`src/rtl/mandelbrot_pkg.sv`:
```
// Shared definitions for the Mandelbrot iterator: FSM encoding and fixed-point helpers.
package mandelbrot_pkg;

  typedef enum logic [1:0] {
    ST_IDLE = 2'd0,
    ST_ITER = 2'd1,
    ST_DONE = 2'd2
  } state_t;

  // Escape radius squared, in units of 1.0.
  localparam int unsigned ESC_INT = 4;

  function automatic int unsigned frac_bits(input int unsigned w);
    return w - 32'd2;
  endfunction

  function automatic int unsigned one_val(input int unsigned w);
    return 32'd1 << frac_bits(w);
  endfunction

endpackage

```
`src/rtl/mandelbrot_step.sv`:
```
// One Mandelbrot step z' = z^2 + c in signed 2.(WIDTH-2), with escape and overflow flags.
module mandelbrot_step
  import mandelbrot_pkg::*;
#(
  parameter int unsigned WIDTH = 8
) (
  input  logic [WIDTH-1:0] i_zr,
  input  logic [WIDTH-1:0] i_zi,
  input  logic [WIDTH-1:0] i_cr,
  input  logic [WIDTH-1:0] i_ci,
  output logic [WIDTH-1:0] o_zr,
  output logic [WIDTH-1:0] o_zi,
  output logic             o_big,
  output logic             o_ovf
);

  localparam int unsigned F   = frac_bits(WIDTH);
  localparam int unsigned WP  = 2 * WIDTH;
  localparam int unsigned WP1 = WP + 1;
  localparam int unsigned WX  = WP + 2;
  localparam logic signed [WP1-1:0] THRESH = WP1'(ESC_INT) << (2 * F);

  logic signed [WIDTH-1:0] w_zr, w_zi, w_cr, w_ci;
  logic signed [WP-1:0]    w_zr2, w_zi2, w_zrzi;
  logic signed [WP1-1:0]   w_mag;
  logic signed [WX-1:0]    w_re_x, w_im_x;

  assign w_zr = i_zr;
  assign w_zi = i_zi;
  assign w_cr = i_cr;
  assign w_ci = i_ci;

  assign w_zr2  = WP'(w_zr) * WP'(w_zr);
  assign w_zi2  = WP'(w_zi) * WP'(w_zi);
  assign w_zrzi = WP'(w_zr) * WP'(w_zi);

  // Magnitude of the current z, compared before the step is taken.
  assign w_mag = WP1'(w_zr2) + WP1'(w_zi2);
  assign o_big = (w_mag > THRESH);

  // Arithmetic shift truncates toward minus infinity; c has no fraction bits below F.
  assign w_re_x = ((WX'(w_zr2) - WX'(w_zi2)) >>> F) + WX'(w_cr);
  assign w_im_x = ((WX'(w_zrzi) <<< 1) >>> F) + WX'(w_ci);

  // Representable iff every bit above the result's sign bit matches it.
  assign o_ovf = ~((&w_re_x[WX-1:WIDTH-1]) | ~(|w_re_x[WX-1:WIDTH-1]))
               | ~((&w_im_x[WX-1:WIDTH-1]) | ~(|w_im_x[WX-1:WIDTH-1]));

  assign o_zr = w_re_x[WIDTH-1:0];
  assign o_zi = w_im_x[WIDTH-1:0];

endmodule

```
`src/rtl/mandelbrot_iter.sv`:
```
// Iterates one Mandelbrot point per job with a valid/ready handshake on both sides.
module mandelbrot_iter
  import mandelbrot_pkg::*;
#(
  parameter int unsigned WIDTH  = 8,
  parameter int unsigned ITER_W = 8
) (
  input  logic              clk,
  input  logic              rst,
  input  logic              clear,
  input  logic              in_valid,
  output logic              in_ready,
  input  logic [WIDTH-1:0]  in_cr,
  input  logic [WIDTH-1:0]  in_ci,
  input  logic [ITER_W-1:0] in_max_iter,
  output logic              out_valid,
  input  logic              out_ready,
  output logic [ITER_W-1:0] out_count,
  output logic              out_escaped
);

  state_t              r_state, w_state_nxt;
  logic [WIDTH-1:0]    r_cr, r_ci, r_zr, r_zi;
  logic [WIDTH-1:0]    w_cr_nxt, w_ci_nxt, w_zr_nxt, w_zi_nxt;
  logic [ITER_W-1:0]   r_n, w_n_nxt, r_count, w_count_nxt, w_count_inc;
  logic                r_escaped, w_escaped_nxt;
  logic                r_in_ready, r_out_valid;
  logic [WIDTH-1:0]    w_step_zr, w_step_zi;
  logic                w_big, w_ovf;

  mandelbrot_step #(.WIDTH(WIDTH)) u_step (
    .i_zr  (r_zr),
    .i_zi  (r_zi),
    .i_cr  (r_cr),
    .i_ci  (r_ci),
    .o_zr  (w_step_zr),
    .o_zi  (w_step_zi),
    .o_big (w_big),
    .o_ovf (w_ovf)
  );

  assign w_count_inc = r_count + ITER_W'(1);

  // Next-state and datapath update; clear overrides every handshake.
  always_comb begin
    w_state_nxt   = r_state;
    w_cr_nxt      = r_cr;
    w_ci_nxt      = r_ci;
    w_n_nxt       = r_n;
    w_zr_nxt      = r_zr;
    w_zi_nxt      = r_zi;
    w_count_nxt   = r_count;
    w_escaped_nxt = r_escaped;
    if (clear) begin
      w_state_nxt = ST_IDLE;
    end else begin
      unique case (r_state)
        ST_IDLE: begin
          if (in_valid) begin
            w_cr_nxt      = in_cr;
            w_ci_nxt      = in_ci;
            w_n_nxt       = in_max_iter;
            w_zr_nxt      = '0;
            w_zi_nxt      = '0;
            w_count_nxt   = '0;
            w_escaped_nxt = 1'b0;
            w_state_nxt   = (in_max_iter == '0) ? ST_DONE : ST_ITER;
          end
        end
        ST_ITER: begin
          if (w_big || w_ovf) begin
            w_escaped_nxt = 1'b1;
            w_state_nxt   = ST_DONE;
          end else begin
            w_zr_nxt    = w_step_zr;
            w_zi_nxt    = w_step_zi;
            w_count_nxt = w_count_inc;
            if (w_count_inc == r_n) begin
              w_escaped_nxt = 1'b0;
              w_state_nxt   = ST_DONE;
            end
          end
        end
        ST_DONE: begin
          if (out_ready) w_state_nxt = ST_IDLE;
        end
        default: w_state_nxt = ST_IDLE;
      endcase
    end
  end

  always_ff @(posedge clk or posedge rst) begin
    if (rst) begin
      r_state     <= ST_IDLE;
      r_cr        <= '0;
      r_ci        <= '0;
      r_n         <= '0;
      r_zr        <= '0;
      r_zi        <= '0;
      r_count     <= '0;
      r_escaped   <= 1'b0;
      r_in_ready  <= 1'b1;
      r_out_valid <= 1'b0;
    end else begin
      r_state     <= w_state_nxt;
      r_cr        <= w_cr_nxt;
      r_ci        <= w_ci_nxt;
      r_n         <= w_n_nxt;
      r_zr        <= w_zr_nxt;
      r_zi        <= w_zi_nxt;
      r_count     <= w_count_nxt;
      r_escaped   <= w_escaped_nxt;
      r_in_ready  <= (w_state_nxt == ST_IDLE);
      r_out_valid <= (w_state_nxt == ST_DONE);
    end
  end

  assign in_ready    = r_in_ready;
  assign out_valid   = r_out_valid;
  assign out_count   = r_count;
  assign out_escaped = r_escaped;

endmodule
```
`config.mk`:
```
export PLATFORM = sky130hd
export DESIGN_NAME = mandelbrot_iter
export DESIGN_NICKNAME = d
export VERILOG_FILES = /design/src/rtl/mandelbrot_pkg.sv /design/src/rtl/mandelbrot_step.sv /design/src/rtl/mandelbrot_iter.sv
export SDC_FILE = /design/constraint.sdc
export NUM_CORES = 1
export LEC_CHECK = 0
export CORE_MARGIN = 2
export CORE_UTILIZATION = 39
export CTS_CLUSTER_DIAMETER = 60
export DETAILED_ROUTE_END_ITERATION = 16
export PLACE_DENSITY = 0.51
export SETUP_SLACK_MARGIN = 0.4
export SLEW_MARGIN = 20
export SYNTH_ARGS = -nofsm -noshare
export SYNTH_HDL_FRONTEND = slang
export SYNTH_SLANG_ARGS = --single-unit
```
`constraint.sdc`:
```
create_clock -name clk -period 8.4 [get_ports clk]
set_input_delay 1.68 -clock clk [delete_from_list [all_inputs] [get_ports clk]]
set_output_delay 1.68 -clock clk [all_outputs]
set_load 0.005 [all_outputs]
```
==> reports/metrics.cfg <==
[pwr]
pwr-share-comb_pct=43.9
peakVddDrop_uv=114
seq_power_share_pct=34.1
p_int_mw=0.598
power.share.clock_pct=22.0
switching_share_pct=37.4
p_switching_mw=0.358
powerDensity_nw_per_um2=77.8
power_leakage_nw=6.22

[worst_setup_path]
cp.arrival_ps=7840
cp-end-kind=register
r2r_end=out_count[0]
r2r_cells=30
reg2reg_from=r_zi[4]
max_stage_delay_ps=540
crit_type=reg -> reg
crit_path_start_kind=register
worstPathRequired_ps=8640
cpMaxStageDelayCell=fa_1
worst-path-max-fanout=11
ff2ff_setup_slack_ps=800
critPathMostFrequentCell=ha_1

[timing]
slew_violations=0
rsz0062_at_grt=false
setup_tns_ps=0
fin_crit_sh_pct=90.5
max_freq_ghz=0.132
final.setup_skew_ps=9.69
fin_crit_ps=7600
setup_violations=0
worstMarginPinSlew_ps=686
hold_viol=0
slew_headroom_pct=54.3

[final_layout]
regArea_um2=1330
fill_cells=2725
layout_common_cells=inv_1, fa_1, ha_1, xnor2_1, nand2_1
final_common_cell=inv_1
utilization_pct=44.3
drive_gt1_share_pct=10.3
multi_input_area_um2=8820
area_delta_synth_final_pct=12.0
nets=1554
num_antenna_cells=0

[cts]
clock_latency_ps=300
path_clk_slew_ps=70
clk_path_buf_depth=2
clkSinkCount=53
cts_made_buffers=5
cts_hold_buf=0
cts_root_buf=clkbuf_16
htree_levels=2
cts_tree=yes

[placement]
dpl.hpwl_um=21900
portBuffers=39
place_congestion=0.841

[route]
ant_nets=0
drtIter0Drc=341
wl_um=25800
vias=8048
drt_pass1_iterations=5
drc=0
vias_per_cell=4.93
drt-wirelength-per-cell_um=15.8

[synth]
syn-num-nets=1510
syn_avg_cell_area_um2=9.08
synth_cells=1208
yosysTopAreaCellShare_pct=26.5
synth_area_leaders=fa_1, ha_1, dfrtp_1
yosys.area.top_type=fa_1
netlist_area_um2=11000
synth_cell_types=69
ys.flop_type=dfrtp_1
synth_edf_count=0
ys_warn_count=0
synth.ff_latch_count=53
synth-seq-area-share_pct=12.1
synthArstFlopShare_pct=100

[job]
maxCapViolCount=0

[die]
fp.dieW_um=172
die_y_um=172
die_area_um2=29500
core_area_um2=27700
rows=61
io_pins=40
start_util_pct=39.6

[grt]
antenna_found_initial=0
overflow=0
grt_pass1_vias=8261
grtUsageTotal_pct=18.8
grt_max_degree=54
grt_pass1_wl_um=43700

[worst_hold_path]
hold_end=r_ci[4]
hold_path_startpoint=r_ci[4]
min_path_cells=1
hp-class=reg -> reg

[run_status]
status=finished clean

[per-stage QoR]
| step | power (mW) | setup WS [ps] | instances | instance area, um^2 | hold WS, ps |
|---|---|---|---|---|---|
| final | 0.956 | 802 | 1631 | 12300 | 519 |
| after global routing | 1.02 | 381 | 1631 | 12300 | 547 |
| after CTS | 0.934 | 418 | 1621 | 12000 | 526 |
| after detailed placement | 0.713 | 227 | 1612 | 11900 | 505 |
| after global placement | 0.715 | 390 | 1612 | 11900 | 505 |
| after floorplan | 0.595 | 852 | 1208 | 11000 | 487 |
[power by group through the flow]
| stage | clock network [mW] | logic (mW) | registers (mW) |
|---|---|---|---|
| after floorplan | 0 | 0.276 | 0.319 |
| after global placement | 0 | 0.386 | 0.330 |
| after detailed placement | 0 | 0.382 | 0.331 |
| after CTS | 0.219 | 0.388 | 0.326 |
| after global routing | 0.230 | 0.463 | 0.332 |
| final | 0.210 | 0.420 | 0.326 |
[kinds of logic (layout without fill, tap and decap cells)]
logic type | Yosys count | after routing | share of synthesized area (%)
buf+inv | 255 | 300 | 9.10
fa+ha+maj | 273 | 273 | 41.1
compound gates | 196 | 196 | 12.7
simple gates | 298 | 298 | 13.8
flops | 53 | 53 | 12.1
mux | 27 | 27 | 2.75
xor+xnor | 106 | 106 | 8.46
[synth_stat cells (3+ instances only)]
library cell	number
buf_2	8
dfrtp_1	52
o221ai_1	3
nand2_1	71
fa_1	145
o2111ai_1	4
o211ai_1	4
and4_1	3
or3_1	6
o21bai_1	13
nor2b_1	25
xnor2_1	82
o2bb2ai_1	4
mux2_2	25
nand3_1	18
a21o_1	16
a211oi_1	4
o21ai_1	3
o21a_1	13
a31o_1	3
a31oi_1	4
and2_1	55
clkbuf_1	32
nor3_1	16
nand2b_1	14
a22o_1	16
and3_1	7
ha_1	128
a31o_2	3
nor3b_1	5
a21oi_1	50
o31ai_1	3
inv_1	210
nor2_1	65
nand4_1	3
a211o_1	7
xor2_1	24
o21ai_0	23
[metal layers]
layer / global-route usage, % / vias up / wire length, um
li1: - / 4002 / -
met1: 27.5 / 3924 / 12900
met2: 31.4 / 111 / 12300
met3: 0.943 / 11 / 469
met4: 2.58 / 0 / 169
met5: 0 / - / 0
[worst max path at each step]
stage / from / end / slack [ps] / depth (start not counted)
floorplan: r_zr[1] / out_count[0] / 850 / 34
global placement: r_zi[1] / out_count[0] / 390 / 34
detailed placement: r_zi[1] / out_count[0] / 230 / 34
CTS: r_zi[1] / out_count[0] / 420 / 34
global route: r_zi[4] / out_count[0] / 380 / 35
finish: r_zi[4] / out_count[0] / 800 / 30
[area by class of cell]
type                       instances  area share (%)
inverter                         210            6.42
timing repair buffer              82            5.93
clock inverter                     3           0.173
tap                              378            3.85
multi-input combinational        900            71.8
sequential                        53            10.8
clock buffer                       5            1.02
[timing repair]
action / in CTS / in global routing
gates cloned: 0 / 2
pin swaps: 1 / 17
resized for setup: 2 / 45
setup buffers: 1 / 8
endpoints found under the setup margin: 23 / 28
endpoints found under the hold margin: 0 / 0
[flip-flops by register name (all words and copies together), names as in the netlist]
| signal | cells |
|---|---|
| out_count | 8 |
| r_cr | 8 |
| in_ready | 1 |
| r_state | 2 |
| r_ci | 8 |
| out_escaped | 1 |
| r_n | 8 |
| r_zi | 8 |
| r_zr | 8 |
| out_valid | 1 |
[worst max-delay path, delay by kind of cell (launching register included)]
kind | cells | cell delay, ps
fa+ha+maj | 7 | 2800
simple gates | 9 | 1690
compound gates | 5 | 1180
xor+xnor | 3 | 890
buf+inv | 5 | 430
flops | 1 | 400
mux | 1 | 150
No activity file was read; power rests on OpenSTA's default activity.
